## src/rtl/miner_soln_pkg.sv

```systemverilog
// Shared definitions for the miner solution FIFO: register map, STAT/CTL
// bit positions, FIFO entry width and a helper that assembles STAT.
// Build option: MINER_SOLN_TIMESTAMP_EN widens each entry by a 32-bit timestamp.
package miner_soln_pkg;

    // Avalon word addresses; every encoding is named so casts stay in range
    typedef enum logic [2:0] {
        REG_SOL_LO = 3'd0,
        REG_SOL_HI = 3'd1,
        REG_STAT   = 3'd2,
        REG_CTL    = 3'd3,
        REG_TS     = 3'd4,
        REG_RSVD5  = 3'd5,
        REG_RSVD6  = 3'd6,
        REG_RSVD7  = 3'd7
    } reg_addr_e;

    localparam int SOL_W = 64;
    localparam int TS_W  = 32;
    localparam int CNT_W = 5;

`ifdef MINER_SOLN_TIMESTAMP_EN
    localparam int ENTRY_W = SOL_W + TS_W;
`else
    localparam int ENTRY_W = SOL_W;
`endif

    localparam int STAT_CNT_LSB   = 0;
    localparam int STAT_EMPTY_BIT = 5;
    localparam int STAT_FULL_BIT  = 6;
    localparam int STAT_OVF_BIT   = 7;
    localparam int STAT_DEPTH_LSB = 8;

    localparam int CTL_FLUSH_BIT  = 0;
    localparam int CTL_CLROVF_BIT = 1;
    localparam int CTL_IRQEN_BIT  = 2;
    localparam int CTL_W          = 3;

    function automatic logic [31:0] packStat(
        input logic [CNT_W-1:0] count,
        input logic             empty,
        input logic             full,
        input logic             overflow,
        input logic [7:0]       depth
    );
        logic [31:0] stat;
        stat                          = '0;
        stat[STAT_CNT_LSB +: CNT_W]   = count;
        stat[STAT_EMPTY_BIT]          = empty;
        stat[STAT_FULL_BIT]           = full;
        stat[STAT_OVF_BIT]            = overflow;
        stat[STAT_DEPTH_LSB +: 8]     = depth;
        return stat;
    endfunction

endpackage

```

## src/rtl/miner_sync_edge.sv

```systemverilog
// Two-flop synchronizer for the core's asynchronous "found" level, followed
// by a history flop; o_rise is high for one clock on each synchronized 0->1.
module miner_sync_edge (
    input  logic i_clk,
    input  logic i_rst_n,
    input  logic i_async,
    output logic o_rise
);

    logic r_meta;
    logic r_sync;
    logic r_prev;

    // Synchronizer chain plus one cycle of history for edge detection
    always_ff @(posedge i_clk or negedge i_rst_n) begin
        if (!i_rst_n) begin
            r_meta <= 1'b0;
            r_sync <= 1'b0;
            r_prev <= 1'b0;
        end else begin
            r_meta <= i_async;
            r_sync <= r_meta;
            r_prev <= r_sync;
        end
    end

    assign o_rise = r_sync & ~r_prev;

endmodule

```

## src/rtl/miner_soln_fifo.sv

```systemverilog
// Solution FIFO between a mining core and an Avalon-MM host. Found edges push
// the core's nonce; the host pops by reading the upper word of the head.
// Build option: MINER_SOLN_TIMESTAMP_EN adds a free-running cycle counter whose
// value is stored with each entry and readable at the timestamp address.
module miner_soln_fifo
    import miner_soln_pkg::*;
#(
    parameter int DEPTH = 8
) (
    input  logic        clk,
    input  logic        rst_n,
    input  logic        found,
    input  logic [63:0] solution,
    input  logic [2:0]  address,
    input  logic        read,
    input  logic        write,
    input  logic [31:0] writedata,
    output logic [31:0] readdata,
    output logic        irq
);

    localparam int PTR_W = (DEPTH > 1) ? $clog2(DEPTH) : 1;

    logic                 w_push;
    logic                 w_empty;
    logic                 w_full;
    logic                 w_ctlWrite;
    logic                 w_flush;
    logic                 w_clrOvf;
    logic                 w_pop;
    logic                 w_pushOk;
    logic                 w_ovfSet;
    logic [ENTRY_W-1:0]   w_entry;
    logic [ENTRY_W-1:0]   w_head;
    logic [31:0]          w_stat;
    logic [31:0]          w_tsRead;
    logic                 w_unusedBits;

    logic [ENTRY_W-1:0]   r_mem [DEPTH];
    logic [PTR_W-1:0]     r_wrPtr;
    logic [PTR_W-1:0]     r_rdPtr;
    logic [CNT_W-1:0]     r_count;
    logic                 r_overflow;
    logic                 r_irqEn;
    logic                 r_irq;
    logic [31:0]          r_readdata;

    miner_sync_edge u_syncEdge (
        .i_clk   (clk),
        .i_rst_n (rst_n),
        .i_async (found),
        .o_rise  (w_push)
    );

    assign w_empty    = (r_count == '0);
    assign w_full     = (r_count == CNT_W'(DEPTH));
    assign w_ctlWrite = write && (address == REG_CTL);
    assign w_flush    = w_ctlWrite && writedata[CTL_FLUSH_BIT];
    assign w_clrOvf   = w_ctlWrite && writedata[CTL_CLROVF_BIT];
    assign w_pop      = read && (address == REG_SOL_HI) && !w_empty;
    // A pop in the same cycle frees the slot, so a full FIFO still accepts
    assign w_pushOk   = w_push && !w_flush && (!w_full || w_pop);
    assign w_ovfSet   = w_push && !w_flush && w_full && !w_pop;
    assign w_head     = r_mem[r_rdPtr];
    assign w_stat     = packStat(r_count, w_empty, w_full, r_overflow, 8'(DEPTH));
    assign w_unusedBits = ^writedata[31:CTL_W];

`ifdef MINER_SOLN_TIMESTAMP_EN
    logic [TS_W-1:0] r_tsCnt;

    // Free-running cycle counter, wraps naturally at 2^32
    always_ff @(posedge clk or negedge rst_n) begin
        if (!rst_n) begin
            r_tsCnt <= '0;
        end else begin
            r_tsCnt <= r_tsCnt + 1'b1;
        end
    end

    assign w_entry  = {r_tsCnt, solution};
    assign w_tsRead = w_empty ? 32'h0 : w_head[SOL_W +: TS_W];
`else
    assign w_entry  = solution;
    assign w_tsRead = 32'h0;
`endif

    // Entry storage carries no reset; validity is tracked by count
    always_ff @(posedge clk) begin
        if (w_pushOk) begin
            r_mem[r_wrPtr] <= w_entry;
        end
    end

    // Pointers and occupancy; flush overrides any push or pop this cycle
    always_ff @(posedge clk or negedge rst_n) begin
        if (!rst_n) begin
            r_wrPtr <= '0;
            r_rdPtr <= '0;
            r_count <= '0;
        end else if (w_flush) begin
            r_wrPtr <= '0;
            r_rdPtr <= '0;
            r_count <= '0;
        end else begin
            if (w_pushOk) begin
                r_wrPtr <= r_wrPtr + 1'b1;
            end
            if (w_pop) begin
                r_rdPtr <= r_rdPtr + 1'b1;
            end
            case ({w_pushOk, w_pop})
                2'b10:   r_count <= r_count + 1'b1;
                2'b01:   r_count <= r_count - 1'b1;
                default: r_count <= r_count;
            endcase
        end
    end

    // Sticky overflow and irq enable; a new overflow beats a clear request
    always_ff @(posedge clk or negedge rst_n) begin
        if (!rst_n) begin
            r_overflow <= 1'b0;
            r_irqEn    <= 1'b0;
        end else begin
            r_overflow <= w_ovfSet || (r_overflow && !w_clrOvf);
            if (w_ctlWrite) begin
                r_irqEn <= writedata[CTL_IRQEN_BIT];
            end
        end
    end

    // Interrupt follows registered state with one cycle of delay
    always_ff @(posedge clk or negedge rst_n) begin
        if (!rst_n) begin
            r_irq <= 1'b0;
        end else begin
            r_irq <= r_irqEn && !w_empty;
        end
    end

    // Registered read mux; data of an empty FIFO reads as zero
    always_ff @(posedge clk or negedge rst_n) begin
        if (!rst_n) begin
            r_readdata <= '0;
        end else if (read) begin
            case (address)
                REG_SOL_LO: r_readdata <= w_empty ? 32'h0 : w_head[31:0];
                REG_SOL_HI: r_readdata <= w_empty ? 32'h0 : w_head[63:32];
                REG_STAT:   r_readdata <= w_stat;
                REG_CTL:    r_readdata <= {29'h0, r_irqEn, 2'b00};
                REG_TS:     r_readdata <= w_tsRead;
                default:    r_readdata <= 32'h0;
            endcase
        end
    end

    assign readdata = r_readdata;
    assign irq      = r_irq;

endmodule

```

## config.mk

```make
export PLATFORM = sky130hd
export DESIGN_NAME = miner_soln_fifo
export DESIGN_NICKNAME = d
export VERILOG_FILES = /design/src/rtl/miner_soln_pkg.sv /design/src/rtl/miner_sync_edge.sv /design/src/rtl/miner_soln_fifo.sv
export SDC_FILE = /design/constraint.sdc
export NUM_CORES = 1
export LEC_CHECK = 0
export CAP_MARGIN = 10
export CORE_ASPECT_RATIO = 0.8
export CORE_MARGIN = 4
export CORE_UTILIZATION = 40
export DETAILED_ROUTE_END_ITERATION = 8
export MAX_ROUTING_LAYER = met4
export SKIP_CTS_REPAIR_TIMING = 1
export SLEW_MARGIN = 20
export SYNTH_ARGS = -nofsm -noshare
export SYNTH_HDL_FRONTEND = slang
export SYNTH_SLANG_ARGS = --single-unit
export TNS_END_PERCENT = 10
```

## constraint.sdc

```tcl
create_clock -name clk -period 6.86 [get_ports clk]
set_input_delay 1.372 -clock clk [delete_from_list [all_inputs] [get_ports clk]]
set_output_delay 1.372 -clock clk [all_outputs]
set_load 0.01 [all_outputs]
```

**Word-level counts from Yosys, hierarchy flattened**

Memories as Yosys holds them, arrays and structs flattened.
Index checks and enable logic that the tools add are counted.

- Bitwise operators: 2
- Mux-type cells: 11
- $add $sub $neg: 4
- Reduce and logical (&&, ||, !) cells: 23
- Eq/ne operators: 6

Operators with widths:

| kind | number |
|---|---|
| $pmux 32 s4 | 1 |
| $mux 32 | 2 |
| $mux 3 | 4 |
| $logic_and 1x1->1 | 11 |
| $pmux 5 s2 | 1 |
| $add 3x1->3 const B | 2 |
| $eq 3x2->1 const B | 2 |
| $add 5x1->5 const B | 1 |
| $eq 5x4->1 const B | 1 |
| $logic_not 1->1 | 5 |
| $logic_not 5->1 | 1 |
| $mux 5 | 1 |
| $sub 5x1->5 const B | 1 |
| $reduce_bool 2->1 | 2 |
| $eq 3x1->1 const B | 1 |
| $logic_not 3->1 | 1 |
| $reduce_bool 3->1 | 1 |
| $eq 2x1->1 const B | 1 |
| $eq 2x2->1 const B | 1 |
| $logic_or 1x1->1 | 2 |
| $mux 1 | 2 |
| $and 1x1->1 | 1 |
| $not 1->1 | 1 |

- Word-level logic and storage cells: 57
- Bits of input ports: 104
- Output and inout port bits: 33
- Memories kept: 1
- RAM bits: 512
- Bits in registers: 49

Memories:

| memory | words | bits a word | rd ports | clocked after memory_dff | write ports | RTL line | source |
|---|---|---|---|---|---|---|---|
| r_mem | 8 | 64 | 1 | 0 | 1 | miner_soln_fifo.sv:39 | `logic [ENTRY_W-1:0] r_mem [DEPTH];` |

**Longest topological paths before layout**

- Depth after elaboration: 9
- Gate-level depth with buffers: 11
- Gate-level depth less buffers: 10

**By module**

Synthesis repeated with hierarchy kept, for this count alone.

- Cell total of the unflattened synthesis: 993
- Area, all modules: 21,511.9 um^2

Modules (own cells, without submodules):

| module | instances | cells each | sequential area each (um^2) | area each (um^2) |
|---|---|---|---|---|
| miner_soln_fifo | 1 | 989 | 16,525.8 | 21,423.0 |
| miner_sync_edge | 1 | 4 | 75.1 | 88.8 |

**Worst setup path after synthesis**

Ideal clock, no wire load.

- Path kind: input to register
- From: in address[2]
- To: mem r_mem[0][0] (netlist bit) (enable)
- Data required time: 6.295 ns
- Arrival: 6.273 ns
- Setup time: 0.565 ns
- Path buffers: 0
- Slack: 0.023 ns
- Stages: 4
- Cells stage by stage: nand4bb_1 nand3_1 nand4b_1 nor3_1

- Cells in the longest elaborated chain, start to end: 8
- Elaborated cells between the ends (all ways): 12
- Classes of those cells: eq/ne: 2; mux: 2; reduce/logical: 8

Ends and longest elaborated chain:

| element | RTL line | source |
|---|---|---|
| from (decl) | miner_soln_fifo.sv:14 | `input logic [2:0] address,` |
| $eq 3x2->1 | miner_soln_fifo.sv:57 | `assign w_ctlWrite = write && (address == REG_CTL);` |
| $logic_and 1x1->1 | miner_soln_fifo.sv:57 |  |
| $logic_and 1x1->1 | miner_soln_fifo.sv:58 | `assign w_flush = w_ctlWrite && writedata[CTL_FLUSH_BIT];` |
| $logic_not 1->1 | miner_soln_fifo.sv:62 | `assign w_pushOk = w_push && !w_flush && (!w_full \|\| w_pop);` |
| $logic_and 1x1->1 | miner_soln_fifo.sv:62 |  |
| $logic_and 1x1->1 (*) | miner_soln_fifo.sv:62 |  |
| $mux 1 (*) | miner_soln_fifo.sv:89 | `if (w_pushOk) begin` |
| $mux 1 (implied by the code) (*) | miner_soln_fifo.sv:90 | `r_mem[r_wrPtr] <= w_entry;` |
| to (decl) | miner_soln_fifo.sv:39 |  |

Mark *: on every way between the ends. The rest lies on a longest branch, timed or not.

**Worst setup path in the final report**

- From: in read
- To: reg r_count[4]

- Cells in the longest elaborated chain, start to end: 7
- Elaborated cells between the ends (all ways): 9
- Classes of those cells: eq/ne: 2; mux: 2; reduce/logical: 5

Ends and longest elaborated chain:

| element | RTL line | source |
|---|---|---|
| from (decl) | miner_soln_fifo.sv:15 | `input logic read,` |
| $logic_and 1x1->1 (*) (2 in a row) | miner_soln_fifo.sv:60 | `assign w_pop = read && (address == REG_SOL_HI) && !w_empty;` |
| $logic_or 1x1->1 | miner_soln_fifo.sv:62 |  |
| $logic_and 1x1->1 | miner_soln_fifo.sv:62 |  |
| $eq 2x1->1 / $eq 2x2->1 (equally long branches) | miner_soln_fifo.sv:111 | `case ({w_pushOk, w_pop})` |
| $pmux 5 s2 | miner_soln_fifo.sv:111 |  |
| $mux 5 | miner_soln_fifo.sv:100 | `end else if (w_flush) begin` |
| to (signal assigned) | miner_soln_fifo.sv:112 | `2'b10: r_count <= r_count + 1'b1;` |
| to (signal assigned) | miner_soln_fifo.sv:113 | `2'b01: r_count <= r_count - 1'b1;` |
| to (signal assigned) | miner_soln_fifo.sv:114 | `default: r_count <= r_count;` |
| to (decl) | miner_soln_fifo.sv:42 | `logic [CNT_W-1:0] r_count;` |

Marks and branches as above.
A chain may end at the register's enable or synchronous reset.

==> metrics.yaml <==
run:
  cap_violations: 0
yosys:
  yosys_warnings: 0
  synth_top_area_frac: 0.711
  synth_top_area_cell: "edfxtp_1"
  synth_seq_cells: 561
  postSynthCellCount: 988
  synth_seq_area_share: 0.768
  synth-edff-count: 512
  syn_area_per_cell_sq_um: 21.9
  synth_common_cells: "edfxtp_1, mux4_2, mux2i_1, dfrtp_1, inv_1"
  synthFlopType: "edfxtp_1"
  yosysMostFrequentCell: "edfxtp_1"
  synth.area.top_cells: "edfxtp_1, mux4_2, dfrtp_1, mux2i_1, o22a_1"
  async_flop_share: 0.0873
  synth_cell_type_count: 48
  syn_nets: 1099
  synthesis.area_sq_um: 21600
worst_setup_path:
  timing.critical_path.buf_inv: 1
  slowest_delay_ps: 620
  r2r_setup_slack_ps: 3320
  r2r-start: "r_count[1]"
  reg2regPathDepth: 10
  critical_path.slowest_cell: "buf_2"
  worstSetupPathType: "in2reg"
  worstReg2RegEnd: "r_count[4]"
  critPathRequiredTime_ps: 7320
  path_cells: "buf_2, and4bb_2, nand2_2, a21oi_1, ha_1, a21o_1, a21oi_1, and3_1, o21a_1, nor3_2"
  arrival_ps: 4510
  end_kind: "register"
  start_kind: "input port"
  cpMostUsedCell: "a21oi_1"
  path_max_fanout: 43
  cp_top_family: "compound AO/OA/AOI/OAI gates"
die:
  dieArea_sq_um: 57800
  die_x_microns: 268
  die_h_microns: 216
  fp-row-count: 75
  start_util: 0.408
  io_pins: 137
  core-area_sq_um: 52900
sta:
  fin_ws_ps: 2810
  finalHoldViolCount: 0
  fmax_mhz: 247
  maxSlewViolCount: 0
  finalClockSkew_ps: 17.2
  post-route-period-util: 0.591
  rsz0062_at_grt: "false"
  slew_headroom: 0.311
  finalSetupTns_ps: 0
  finalSetupViolCount: 0
  max_slew.worst_pin.slew_ps: 1030
  min_period_ps: 4050
detailed_routing:
  drt-pass1-iter-count: 4
  ant_nets: 0
  vias: 9968
  routed_wl_mm: 44.7
  route.detailed.drc: 0
  vias_per_cell: 5.34
  avgRoutedWirePerCell_microns: 23.9
  drt_iter0_drc: 844
placement:
  gp_congestion: 0.784
  hpwl_mm: 24.9
  portBuffers: 107
  post-place-ws_ps: 2160
  dp_cells: 1757
cells_and_area:
  fillers: 4311
  drive_gt1_frac: 0.209
  area_growth_pct: 17.2
  finish.net_count: 1232
  instances_no_fill: 1867
global_route:
  grt_pass1_vias: 10200
  grt.overflow.total: 0
  grt_max_degree: 99
  grt_usage: 0.160
  grt_pass1_wl_mm: 67.2
  antenna_found_initial: 7
clocking:
  cts_tree: "done"
  numCtsBuffers: 55
  cts_sinks: 561
  clkLatencyLatePin_ps: 590
  clkTransAtPathRegs_ps: 60
  cts_root_buf: "clkbuf_16"
  htreeDepth: 2
  clockBufferDepth: 3
power_and_ir_drop:
  powerDensity_nw_per_um2: 368
  max-vdd-ir-drop_mv: 0.298
  power.leakage_nw: 7.94
status:
  outcome: "finished, final reports clean"
hold_path:
  hold_class: "reg2reg"
  holdPathStages: 0
  min_to: "u_syncEdge.r_sync"
  min_from: "u_syncEdge.r_meta"
-- worst register-to-register path: stages (launching register included) --
cell	delay, ps
dfrtp_1	470
nor4_2	550
nand2b_1	250
nand2_2	590
a21oi_1	260
fa_1	470
a21o_1	200
a21oi_1	220
and3_1	210
o21a_1	140
nor3_2	40
-- where the power goes --
group | internal [mW] | leakage [nW] | switching [mW] | total [mW]
sequential | 4.05 | 5.26 | 0.267 | 4.32
clock | 1.71 | 0.862 | 1.20 | 2.91
combinational | 1.05 | 1.82 | 1.04 | 2.09
total | 6.80 | 7.94 | 2.51 | 9.31
-- layout make-up --
class                   count  area (sq um)  share of cell area
repair buffers            123          1260              0.0496
multi-input cells         347          4690               0.185
diodes                      7          17.5            0.000692
inverters                  33           124             0.00489
clock inverters            22           174             0.00687
clock buffers              81          1590              0.0626
well taps                 693           867              0.0342
flip-flops and latches    561         16600               0.656
-- layout by cell type (no fill, tap or decap), types with 4 or more instances in the layout --
cell | synthesis | final
edfxtp_1 | 512 | 512
mux4_2 | 128 | 128
clkdlybuf4s50_1 | 0 | 105
mux2i_1 | 66 | 66
clkbuf_16 | 0 | 57
dfrtp_1 | 49 | 46
inv_1 | 33 | 33
o21ai_1 | 31 | 31
o22a_1 | 24 | 24
clkbuf_1 | 7 | 17
clkinv_1 | 0 | 12
nand2_1 | 11 | 11
buf_4 | 11 | 10
nand3_1 | 8 | 8
nor2_1 | 14 | 8
diode_2 | 0 | 7
clkbuf_8 | 0 | 7
nor2_4 | 0 | 6
o221a_1 | 6 | 6
ha_1 | 6 | 6
clkinv_2 | 0 | 6
buf_12 | 0 | 6
xnor2_1 | 5 | 5
nand2b_1 | 4 | 4
a21oi_1 | 4 | 4
-- metrics by stage --
step / power [mW] / hold WS (ps) / area [sq um] / utilization
after detailed placement: 6.53 / 341 / 23600 / 0.445
after floorplan: 5.81 / 331 / 21600 / -
after global routing: 9.76 / 386 / 25300 / 0.479
after CTS: 9.45 / 377 / 25300 / 0.478
final: 9.31 / 377 / 25300 / 0.479
after global placement: 6.51 / 351 / 23600 / 0.445
-- how the worst max path moves through the flow --
stage,startpoint,to,slack (ps),cells past startpoint
after floorplan,address[2],r_mem[0][0],20,4
after global placement,read,r_count[4],2210,10
after detailed placement,read,r_count[4],2160,10
after CTS,read,r_count[4],2790,10
after global routing,read,r_count[4],2570,10
final,read,r_count[4],2810,10
-- sequential cells by signal, indices dropped and copies added, names as in the netlist --
signal,cells
r_count,5
u_syncEdge.r_prev,1
r_rdPtr,3
r_overflow,1
r_mem,512
readdata,32
irq,1
u_syncEdge.r_sync,1
u_syncEdge.r_meta,1
r_irqEn,1
r_wrPtr,3
-- cell families after synthesis --
group	count (synthesis)	synth area share
fa+ha+maj	7	0.00440
buf+inv	80	0.0174
xor+xnor	7	0.00284
compound gates	75	0.0252
mux	199	0.167
simple gates	59	0.0156
flops	561	0.768
-- per-layer routing --
metal	track usage	vias to the layer above	part of all wire
met2	0.229	217	0.46
met4	0.0329	0	0.016
met3	0.0359	60	0.058
met5	-	-	0
li1	-	4363	-
met1	0.239	5328	0.47
Power figures use the tool's default switching activity.
